File: config.mk
export PLATFORM = sky130hd
export DESIGN_NAME = axil_mpi_master
export DESIGN_NICKNAME = d
export VERILOG_FILES = /design/src/rtl/axil_mpi_master.sv
export SDC_FILE = /design/constraint.sdc
export NUM_CORES = 1
export LEC_CHECK = 0
export ABC_AREA = 1
export CAP_MARGIN = 20
export CORE_UTILIZATION = 39
export CTS_BUF_LIST = sky130_fd_sc_hd__clkbuf_4
export CTS_CLUSTER_DIAMETER = 200
export DETAILED_ROUTE_END_ITERATION = 8
export PLACE_DENSITY = 0.83
export SYNTH_ARGS = -nofsm -noshare
export SYNTH_HDL_FRONTEND = slang
export SYNTH_SLANG_ARGS = --single-unit
File: constraint.sdc
create_clock -name clks -period 4.15 [get_ports clks]
set_input_delay 0.83 -clock clks [delete_from_list [all_inputs] [get_ports clks]]
set_output_delay 0.83 -clock clks [all_outputs]
set_load 0.01 [all_outputs]
File: src/rtl/axil_mpi_master.sv
// AXI4-Lite slave that issues single cpu_wr/cpu_rd accesses on the MPI register bus.
// One transaction in flight; writes and reads arbitrated round-robin when both are pending.
module axil_mpi_master #(
  parameter int CPU_ADDR_WIDTH = 12,
  parameter int CPU_DATA_WIDTH = 32,
  parameter int AXI_ADDR_WIDTH = 32,
  parameter int RD_LATENCY     = 1
) (
  input  logic                        clks,
  input  logic                        reset,
  input  logic                        s_awvalid,
  output logic                        s_awready,
  input  logic [AXI_ADDR_WIDTH-1:0]   s_awaddr,
  input  logic                        s_wvalid,
  output logic                        s_wready,
  input  logic [CPU_DATA_WIDTH-1:0]   s_wdata,
  input  logic [CPU_DATA_WIDTH/8-1:0] s_wstrb,
  output logic                        s_bvalid,
  input  logic                        s_bready,
  output logic [1:0]                  s_bresp,
  input  logic                        s_arvalid,
  output logic                        s_arready,
  input  logic [AXI_ADDR_WIDTH-1:0]   s_araddr,
  output logic                        s_rvalid,
  input  logic                        s_rready,
  output logic [CPU_DATA_WIDTH-1:0]   s_rdata,
  output logic [1:0]                  s_rresp,
  output logic                        cpu_wr,
  output logic [CPU_ADDR_WIDTH-1:0]   cpu_wr_addr,
  output logic [CPU_DATA_WIDTH-1:0]   cpu_data_in,
  output logic                        cpu_rd,
  input  logic [CPU_DATA_WIDTH-1:0]   cpu_data_out
);

  localparam logic [1:0] RESP_OKAY   = 2'b00;
  localparam logic [1:0] RESP_SLVERR = 2'b10;
  localparam logic [2:0] LAT_LAST    = 3'(RD_LATENCY - 1);

  if (AXI_ADDR_WIDTH < CPU_ADDR_WIDTH + 2 || RD_LATENCY < 1 || RD_LATENCY > 7) begin : g_bad_params
    $error("axil_mpi_master: illegal parameter combination");
  end

  typedef enum logic [2:0] {IDLE, WR, WR_RESP, RD, RD_WAIT, RD_RESP} state_t;

  state_t                      state, state_nxt;
  logic [2:0]                  cnt, cnt_nxt;
  logic                        last_was_wr, last_was_wr_nxt;
  logic                        wr_elig, rd_elig, granting;
  logic                        grant_wr, grant_rd, wr_hs, rd_hs;
  logic                        full_strb, rd_done;
  logic                        awready_nxt, wready_nxt, arready_nxt;
  logic                        bvalid_nxt, rvalid_nxt;
  logic                        cpu_wr_nxt, cpu_rd_nxt;
  logic [1:0]                  bresp_nxt;
  logic [CPU_ADDR_WIDTH-1:0]   addr_nxt;
  logic [CPU_DATA_WIDTH-1:0]   data_in_nxt, rdata_nxt;
  logic                        unused_addr_bits;

  // Only the word-address slice is decoded; byte lanes and upper bits are don't-care.
  assign unused_addr_bits = ^{s_awaddr, s_araddr};

  assign wr_elig   = s_awvalid & s_wvalid;
  assign rd_elig   = s_arvalid;
  assign granting  = s_awready | s_arready;
  // A grant is decided one cycle ahead of the registered ready pulse.
  assign grant_wr  = (state == IDLE) & ~granting & wr_elig & (~rd_elig | ~last_was_wr);
  assign grant_rd  = (state == IDLE) & ~granting & rd_elig & ~grant_wr;
  assign wr_hs     = s_awready & s_wready & s_awvalid & s_wvalid;
  assign rd_hs     = s_arready & s_arvalid;
  assign full_strb = &s_wstrb;
  assign rd_done   = (state == RD_WAIT) && (cnt == LAT_LAST);

  always_ff @(posedge clks or posedge reset) begin
    if (reset) begin
      state <= IDLE;
    end else begin
      state <= state_nxt;
    end
  end

  always_comb begin
    state_nxt = state;
    case (state)
      IDLE: begin
        if (wr_hs) begin
          state_nxt = WR;
        end else if (rd_hs) begin
          state_nxt = RD;
        end
      end
      WR:      state_nxt = WR_RESP;
      WR_RESP: if (s_bready) state_nxt = IDLE;
      RD:      state_nxt = RD_WAIT;
      RD_WAIT: if (rd_done) state_nxt = RD_RESP;
      RD_RESP: if (s_rready) state_nxt = IDLE;
      default: state_nxt = IDLE;
    endcase
  end

  always_comb begin
    awready_nxt     = grant_wr;
    wready_nxt      = grant_wr;
    arready_nxt     = grant_rd;
    cpu_wr_nxt      = 1'b0;
    cpu_rd_nxt      = 1'b0;
    bvalid_nxt      = s_bvalid;
    rvalid_nxt      = s_rvalid;
    bresp_nxt       = s_bresp;
    addr_nxt        = cpu_wr_addr;
    data_in_nxt     = cpu_data_in;
    rdata_nxt       = s_rdata;
    last_was_wr_nxt = last_was_wr;
    cnt_nxt         = (state == RD_WAIT) ? cnt + 3'd1 : 3'd0;

    if (grant_wr) begin
      last_was_wr_nxt = 1'b1;
    end else if (grant_rd) begin
      last_was_wr_nxt = 1'b0;
    end

    // Partial-strobe writes never reach the bus; only the error response records them.
    if (wr_hs) begin
      if (full_strb) begin
        cpu_wr_nxt  = 1'b1;
        addr_nxt    = s_awaddr[CPU_ADDR_WIDTH+1:2];
        data_in_nxt = s_wdata;
        bresp_nxt   = RESP_OKAY;
      end else begin
        bresp_nxt   = RESP_SLVERR;
      end
    end

    if (rd_hs) begin
      cpu_rd_nxt = 1'b1;
      addr_nxt   = s_araddr[CPU_ADDR_WIDTH+1:2];
    end

    case (state)
      WR:      bvalid_nxt = 1'b1;
      WR_RESP: if (s_bready) bvalid_nxt = 1'b0;
      RD_WAIT: begin
        if (rd_done) begin
          rvalid_nxt = 1'b1;
          rdata_nxt  = cpu_data_out;
        end
      end
      RD_RESP: if (s_rready) rvalid_nxt = 1'b0;
      default: ;
    endcase
  end

  always_ff @(posedge clks or posedge reset) begin
    if (reset) begin
      s_awready   <= 1'b0;
      s_wready    <= 1'b0;
      s_arready   <= 1'b0;
      s_bvalid    <= 1'b0;
      s_rvalid    <= 1'b0;
      s_bresp     <= 2'b00;
      s_rresp     <= 2'b00;
      s_rdata     <= '0;
      cpu_wr      <= 1'b0;
      cpu_rd      <= 1'b0;
      cpu_wr_addr <= '0;
      cpu_data_in <= '0;
      cnt         <= 3'd0;
      last_was_wr <= 1'b0;
    end else begin
      s_awready   <= awready_nxt;
      s_wready    <= wready_nxt;
      s_arready   <= arready_nxt;
      s_bvalid    <= bvalid_nxt;
      s_rvalid    <= rvalid_nxt;
      s_bresp     <= bresp_nxt;
      s_rresp     <= RESP_OKAY;
      s_rdata     <= rdata_nxt;
      cpu_wr      <= cpu_wr_nxt;
      cpu_rd      <= cpu_rd_nxt;
      cpu_wr_addr <= addr_nxt;
      cpu_data_in <= data_in_nxt;
      cnt         <= cnt_nxt;
      last_was_wr <= last_was_wr_nxt;
    end
  end

endmodule

==> results of run 1 <==
power groups by stage:
stage / Combinational [W] / Clock, W / Sequential [W]
floorplan: 0.000469 / 0 / 0.00145
global placement: 0.00124 / 0 / 0.00133
detailed placement: 0.00128 / 0 / 0.00135
CTS: 0.00129 / 0.000510 / 0.00133
global route: 0.00140 / 0.000544 / 0.00137
finish: 0.00127 / 0.000486 / 0.00133
layout make-up:
cell class | instances | area, sq um | area share [%]
clock buffer | 10 | 75.1 | 1.29
sequential | 90 | 2250 | 38.7
inverter | 58 | 219 | 3.77
tap | 129 | 161 | 2.78
clock inverter | 6 | 65.1 | 1.12
timing repair buffer | 187 | 1860 | 32.0
multi-input combinational | 273 | 1180 | 20.3
per-stage QoR:
step	cells	total power, W	worst slack (ns)
floorplan	446	0.00192	0.985
global placement	737	0.00258	1.26
detailed placement	737	0.00263	1.12
CTS	753	0.00313	1.59
global route	753	0.00331	1.45
finish	753	0.00309	1.62
final timing paths:
| kind | startpoint | end | depth (start not counted) |
|---|---|---|---|
| setup / recovery | s_wvalid | cpu_data_in[28] | 6 |
| hold / removal | cpu_data_in[5] | cpu_data_in[5] | 2 |
| setup reg to reg | s_wready | cpu_data_in[28] | 5 |
| max in group asynchronous | reset | cpu_wr_addr[5] | 3 |
| min in group asynchronous | reset | s_rdata[28] | 2 |
| hold reg to reg | cpu_data_in[5] | cpu_data_in[5] | 2 |
sequential cells by signal, summed over array words and instances (netlist names):
signal       cells
cnt              3
cpu_data_in     32
cpu_rd           1
cpu_wr           1
cpu_wr_addr     12
last_was_wr      1
s_arready        1
s_bresp          1
s_bvalid         1
s_rdata         32
s_rvalid         1
s_wready         1
state            3
layout by cell type, fill, tap and decap left out:
master / n
sky130_fd_sc_hd__a21oi_1: 1
sky130_fd_sc_hd__buf_4: 5
sky130_fd_sc_hd__bufinv_16: 1
sky130_fd_sc_hd__clkbuf_4: 10
sky130_fd_sc_hd__clkdlybuf4s50_1: 182
sky130_fd_sc_hd__clkinv_2: 3
sky130_fd_sc_hd__clkinvlp_4: 1
sky130_fd_sc_hd__conb_1: 3
sky130_fd_sc_hd__dfrtp_1: 90
sky130_fd_sc_hd__ha_1: 2
sky130_fd_sc_hd__inv_1: 56
sky130_fd_sc_hd__inv_2: 1
sky130_fd_sc_hd__inv_6: 2
sky130_fd_sc_hd__nand2_1: 180
sky130_fd_sc_hd__nand3_1: 5
sky130_fd_sc_hd__nand3_2: 1
sky130_fd_sc_hd__nand4_1: 6
sky130_fd_sc_hd__nand4_2: 1
sky130_fd_sc_hd__nor2_1: 9
sky130_fd_sc_hd__nor2_2: 1
sky130_fd_sc_hd__nor2_4: 1
sky130_fd_sc_hd__nor3b_2: 1
sky130_fd_sc_hd__o21ai_0: 52
sky130_fd_sc_hd__o21ai_1: 8
sky130_fd_sc_hd__o31ai_1: 1
sky130_fd_sc_hd__xnor2_1: 1
logic make-up (layout without fill, tap and decap cells):
family / after synthesis / count (layout) / synth area share (%)
compound gates: 62 / 62 / 8.14
xor+xnor: 1 / 1 / 0.228
fa+ha+maj: 2 / 2 / 0.651
buf+inv: 83 / 261 / 11.0
flops: 90 / 90 / 58.6
other cells: 1 / 3 / 0.0975
simple gates: 205 / 205 / 21.3
worst min-delay path, stage by stage (launching register included):
cell and delay [ns]:
sky130_fd_sc_hd__dfrtp_1 0.36, sky130_fd_sc_hd__nand2_1 0.05, sky130_fd_sc_hd__nand2_1 0.05
per-layer routing:
layer | wire [um] | GRT usage [%] | share of wire, %
met3 | 581 | 4.35 | 6.0
met2 | 4920 | 34.8 | 51
met5 | 0 | 0 | 0
met1 | 3940 | 21.7 | 41
met4 | 197 | 7.02 | 2.0
==> summary by stage, run 1 <==
Routing
After detailed routing, the number of remaining DRC violations is 0. Dividing the detail-routed wire length by the instance count gives 12.8 um. The first-pass iteration count of the detailed router is 4. The detailed-route wire length is just under 10000 um.

The residual antenna-violating net count after detailed routing is 0. Dividing the detail-routed via count by the number of cells gives approximately 4.5. The number of DRC violations after detailed-routing iteration 0 is 91. The via total after detailed routing is 3402.

Die
The standard-cell row count is 35. The initial utilization of the core area, before any placement, comes to between 40 and 50%. The I/O pin count is 226.

The die is 101 um wide. The die outline area is about 10000 sq um. The core area is between 9000 and 10000 sq um.

The die is about 100 um tall.

Logic synthesis
After synthesis, the cell types taking the most area are sky130_fd_sc_hd__dfrtp_1, sky130_fd_sc_hd__nand2_1, sky130_fd_sc_hd__o21ai_0, sky130_fd_sc_hd__inv_1, sky130_fd_sc_hd__buf_6. The number of warnings issued by yosys is 0. The synthesized design devotes to its leading area cell type 58.6% of total area. The number of standard cells after synthesis is 444. The share of the Yosys chip area taken by registers is 58.6%. Counting flops and latches in the post-synthesis netlist gives 90. Counting flops with an async set or reset pin after synthesis yields a share of 100%. The count of unique library cells instantiated by Yosys is 22. A synthesized cell averages ~8.7 sq um. The largest total area in the synthesized netlist belongs to sky130_fd_sc_hd__dfrtp_1. By instance count, the leading cell after synthesis is sky130_fd_sc_hd__nand2_1. The commonest cells after synthesis are sky130_fd_sc_hd__nand2_1, sky130_fd_sc_hd__dfrtp_1, sky130_fd_sc_hd__inv_1.

The number of enable-type register cells in the synthesized netlist is 0. The mapped netlist covers 3840 sq um. In the synthesized netlist the dominant register cell turns out to be sky130_fd_sc_hd__dfrtp_1.

Worst hold path
The path class of the tightest hold or removal check is register to register.

Critical path
The critical path in this run is classified as input port to register. In this run the worst path has a maximum fanout of 32. The nature of the critical path endpoint is a register. The element type at the critical path start is an input port. The slowest stage of the critical path is the sky130_fd_sc_hd__inv_1 cell. The data required time at the worst endpoint is around 4.5 ns.

Walking the worst path, the cells encountered are clkdlybuf4s50_1, nand3_2, nor2_4, inv_1, nand2_1, nand2_1. The data arrival time at the worst-slack endpoint is 2.83 ns. The worst path buffer plus inverter count is 2. The dominant delay contributor by cell family on the critical path is buffers and inverters. The setup slack of the most critical reg-to-reg path is 2.11 ns. The largest stage delay on the critical path is 0.57 ns.

The cell type with the highest occurrence count on the critical path is sky130_fd_sc_hd__nand2_1.

CTS
The H-tree was split into 3 levels. The post-cts resize count is 0. The TritonCTS buffer count is 9. Clock tree synthesis found a total of 90 sinks. The CTS root buffer is sky130_fd_sc_hd__clkbuf_4. TritonCTS built the clock tree. The maximum buffer depth of the clock tree is 2.

The number of hold-repair buffers added at the cts stage is 0. The clock latency on the worst-skew pair is 0.42 ns. Clock-pin slew was measured on the worst setup and hold paths at 0.14 ns. The number of setup buffers added after CTS is 0.

Layout
At the end of the flow the core is filled with cells to 61.8%. The count of inserted antenna diode cells is 0. In the final layout, the share of cells above drive strength 1 is 4.49%. The finished layout cell area is 5810 sq um. The growth of design area from synthesis to finish is 51.2%. The net count reported at finish is between 700 and 800. The layout filler cell count is 807.

Power and ir drop
The static leakage is 2.91 nW. The cell-internal power is 0.00205 W. Of the total power, combinational logic draws 41.2%. The switching power total is approximately 0.0010 W. The fraction of power consumed by the clock network is 15.7%. The power per unit of standard cell area is 532 nW/um^2. Across the VDD grid, the largest voltage drop is 0.270 mV.

Net switching is 33.9% of the power. Per report_power, the sequential group accounts for 43.1% of the total.

Timing
Hold timing on the final database bottoms out at a slack of 0.485 ns. The final-report max-slew violation count is 0. In this run the tightest slew margin relative to its limit is 36.6%.

The upper clock frequency limit is between 300 and 400 MHz. Setup repair after global routing left no endpoint under its margin. The final hold violation count was 0.

At the pin with the least slew margin, the transition time is between 0.9 and 1 ns. The shortest clock period the worst path allows after layout is between 2 and 3 ns. The worst-case clock skew is 0.0148 ns. After routing, the total negative slack on setup checks comes to 0 ns. Setup violations remaining at the end of the flow were counted as 0.

In the finished design, the share of the clock period the worst path needs comes to between 60% and 70%.

Place
The area after detailed placement is 5670 sq um. Routability-driven placement finished with a final weighted congestion of 0.729. The detailed placement HPWL is 7130 um.

Buffers placed on the I/O ports in this run total 182.

Global routing
The number of antenna violations at the first check in global routing is 0. The via count of the first global-routing pass was roughly 3400. The pin count of the biggest net entering global routing is 66. Across every metal layer, demand over resource in global routing totals 19.0%.

The total global routing overflow is 0. The first global-routing pass estimated between 15000 and 20000 um of wire.

Outcome
The run finished with clean final reports.

Job
Across the run, the number of max-cap violations was 0.
Power figures use the tool's default switching activity.
==> run 2, diff against run 1 <==
--- a/config.mk
+++ b/config.mk
@@ -7,11 +7,11 @@
 export LEC_CHECK = 0
 export ABC_AREA = 1
 export CAP_MARGIN = 20
-export CORE_UTILIZATION = 39
+export CORE_UTILIZATION = 35
 export CTS_BUF_LIST = sky130_fd_sc_hd__clkbuf_4
 export CTS_CLUSTER_DIAMETER = 200
 export DETAILED_ROUTE_END_ITERATION = 8
-export PLACE_DENSITY = 0.83
+export PLACE_DENSITY = 0.78
 export SYNTH_ARGS = -nofsm -noshare
 export SYNTH_HDL_FRONTEND = slang
 export SYNTH_SLANG_ARGS = --single-unit
==> constraint.sdc (replaced) <==
create_clock -name clks -period 2.2 [get_ports clks]
set_input_delay 0.44 -clock clks [delete_from_list [all_inputs] [get_ports clks]]
set_output_delay 0.44 -clock clks [all_outputs]
set_load 0.01 [all_outputs]
==> run 2 against run 1 <==
  * Non-clock buffer count is 1 higher
  * Largest power group unchanged
  * Power is 91% higher
  * Critical path type is now register to output port
  * Final cell count is 1.1% higher
  * Clock power is 110% higher
  * Register-to-register slack worse by 1.4 ns
  * Sequential power is 89% higher
  * Hold slack worse by 0.011 ns
  * Routed wire length is 2.4% lower
  * Highest routed layer unchanged
==> summary by stage, run 2 (synthesis gave the netlist of run 1 again) <==
Timing
The period utilization is 85.0%. The final hold violation count is 0. The worst path needs 1.87 ns of the cycle, external delays included. For the pin with the worst max-slew slack, the measured transition is 0.706 ns. For this run, the top clock speed supported by timing is between 500 and 600 MHz.

Setup slack on the critical path of the routed design comes to 0.330 ns. Setup repair after global routing left no endpoint under its margin. In the final timing run, aggregate negative setup slack is 0 ns. The tightest slew margin relative to the limit is 52.7%. Setup violations remaining at the end of the flow were counted as 0. The final-report max-slew violation count is 0.

The worst-case clock skew is around 0.014 ns.

Critical path
The reg-to-reg endpoint is s_rdata[12]. The worst register-to-register path begins at cnt[0]. The critical path start-end classification is register to output port. The dominant delay contributor by cell family on the critical path is buffers and inverters. The data arrival time at the worst-slack endpoint is 1.43 ns.

In this run the number of cells on the critical path is 1. The depth of the worst register-to-register path is 5. The cell with the largest stage delay on the worst path is sky130_fd_sc_hd__clkdlybuf4s50_1. The setup slack of the most critical reg-to-reg path is ~0.67 ns. Of all nets on the critical path, the largest fanout is 4. The worst path buffer plus inverter count is 1. The data required time at the worst endpoint is 1.76 ns.

STA classifies the critical path startpoint as a register. The worst setup path is captured at an output port. Walking the worst path, the cells encountered are clkdlybuf4s50_1.

The largest single stage delay on the critical path is ~0.57 ns.

Die
The die span in x is approximately 110 um. The die outline area is between 10000 and 15000 sq um. Measured along the y axis, the die boundary spans 107 um.

After floorplanning, the core was sized to cover about 11000 sq um. The initial standard-cell utilization of the core is 36.6%. The standard-cell row count is 37. For this design the top-level I/O count stands at 226.

Power and ir drop
The peak supply drop is between 0.6 and 0.7 mV. In this run the power density over the cells is about 1000 nW/um^2. The static leakage is ~2.9 nW. The sum of internal, switching and leakage power is 0.00592 W.

Global routing
In the global route stage, overall resource usage came out at 16.9%. The first global-routing pass estimated 15100 um of wire. Entering global routing, the biggest net connects 91 pins.

The total global routing overflow is 0. The via count of the first global-routing pass is 3277. The number of antenna violations at the first check in global routing is 0.

CTS
The TritonCTS buffer count is 9. The number of hold-repair buffers added at the cts stage is 0. Clock latency on the worst-skew pair, taken at its later pin, is 0.42 ns. After clock tree synthesis, the clock-pin slew on the worst setup and hold paths is 0.14 ns. The clock passes through at most 2 buffers.

After clock tree synthesis, the repair step resized 0 gates. The CTS tree is done. The H-tree generated during clock tree synthesis spans 3 levels. CTS placed an instance of sky130_fd_sc_hd__clkbuf_4 at the clock tree root. The number of setup buffers added after CTS is 0. The number of sinks driven by the clock tree is 90.

Routing
The total DRC errors in the routed layout is 0. After detailed routing, the total wire length is 9420 um. In the final routed layout, each cell accounts on average for 12.4 um.

The number of DRC violations after detailed-routing iteration 0 is 178. The residual antenna-violating net count after detailed routing is 0. Detailed routing inserted a total of 3393 vias. The first detailed-routing pass took 4 iterations. Using the TritonRoute via totals, the vias-per-cell ratio works out to 4.46.

Worst hold path
The launch point of the worst hold path is cnt[0]. The worst hold path class is register to register. Counting instances, the worst hold path has a depth of 1. The endpoint with the worst hold slack is cnt[0].

Layout
From synthesis to final layout, the design area changed by 52.9%. The largest registers in the layout are cpu_data_in (32), s_rdata (32), cpu_wr_addr (12). Leaving out fill and tap cells, the most frequent cells in the layout are sky130_fd_sc_hd__clkdlybuf4s50_1, sky130_fd_sc_hd__nand2_1, sky130_fd_sc_hd__dfrtp_1. At the end of the flow, the number of nets in the layout was 761. At the end of the flow the core is filled with cells to 55.9%. The leading cell type in the layout, fill and taps excluded is sky130_fd_sc_hd__clkdlybuf4s50_1. The ratio of cells with drive above 1 in the final layout is 4.48%. The count of inserted antenna diode cells is 0. The final instance count without filler cells is 761.

Outcome
The run finished with clean final reports.

Place
At the end of routability-driven placement, the weighted congestion stood at approximately 0.74. Prior to clock tree synthesis, the placed netlist has a worst setup slack of 0.273 ns. The count of port buffers added during placement is 182. The HPWL after detailed placement is around 7000 um. Counting tap cells, the placed design contains a total of about 750 instances.

Job
The max-cap violation count is 0.
==> run 2: cell type report <==
| class | count | area (sq um) |
|---|---|---|
| Multi-Input combinational cell | 273 | 1180 |
| Clock buffer | 9 | 67.6 |
| Sequential cell | 90 | 2250 |
| Tap cell | 136 | 170 |
| Inverter | 58 | 221 |
| Clock inverter | 7 | 93.8 |
| Timing Repair Buffer | 188 | 1890 |
| Fill cell | 939 | 4630 |
==> run 2: per-stage QoR <==
step                instance area (sq um)  hold slack (ns)
floorplan                            3860            0.432
global placement                     5720            0.445
detailed placement                   5720            0.459
CTS                                  5880            0.460
global route                         5880            0.492
finish                               5880            0.474
==> run 2: worst max-delay path by stage <==
| stage | start | to | slack [ns] |
|---|---|---|---|
| detailed placement | s_awvalid | cpu_wr_addr[2] | 0.27 |
| CTS | s_wready | s_wready | 0.28 |
| finish | s_wready | s_awready | 0.33 |
| global route | s_wready | s_awready | 0.23 |
| floorplan | reset | cnt[0] | 0.71 |
| global placement | s_wvalid | cpu_wr_addr[3] | 0.27 |
==> run 2: per-layer routing <==
metal,track usage [%],up-vias,wire [um]
met4,7.05,0,143
met3,3.95,15,594
met1,19.6,1562,3870
met2,29.9,115,4810
li1,-,1701,-
met5,0,-,0
==> run 2: power breakdown <==
part           internal, W  switching, W  leakage [nW]
clock network     0.000459      0.000541        0.0835
logic              0.00131       0.00109          1.69
registers          0.00219      0.000333          1.16
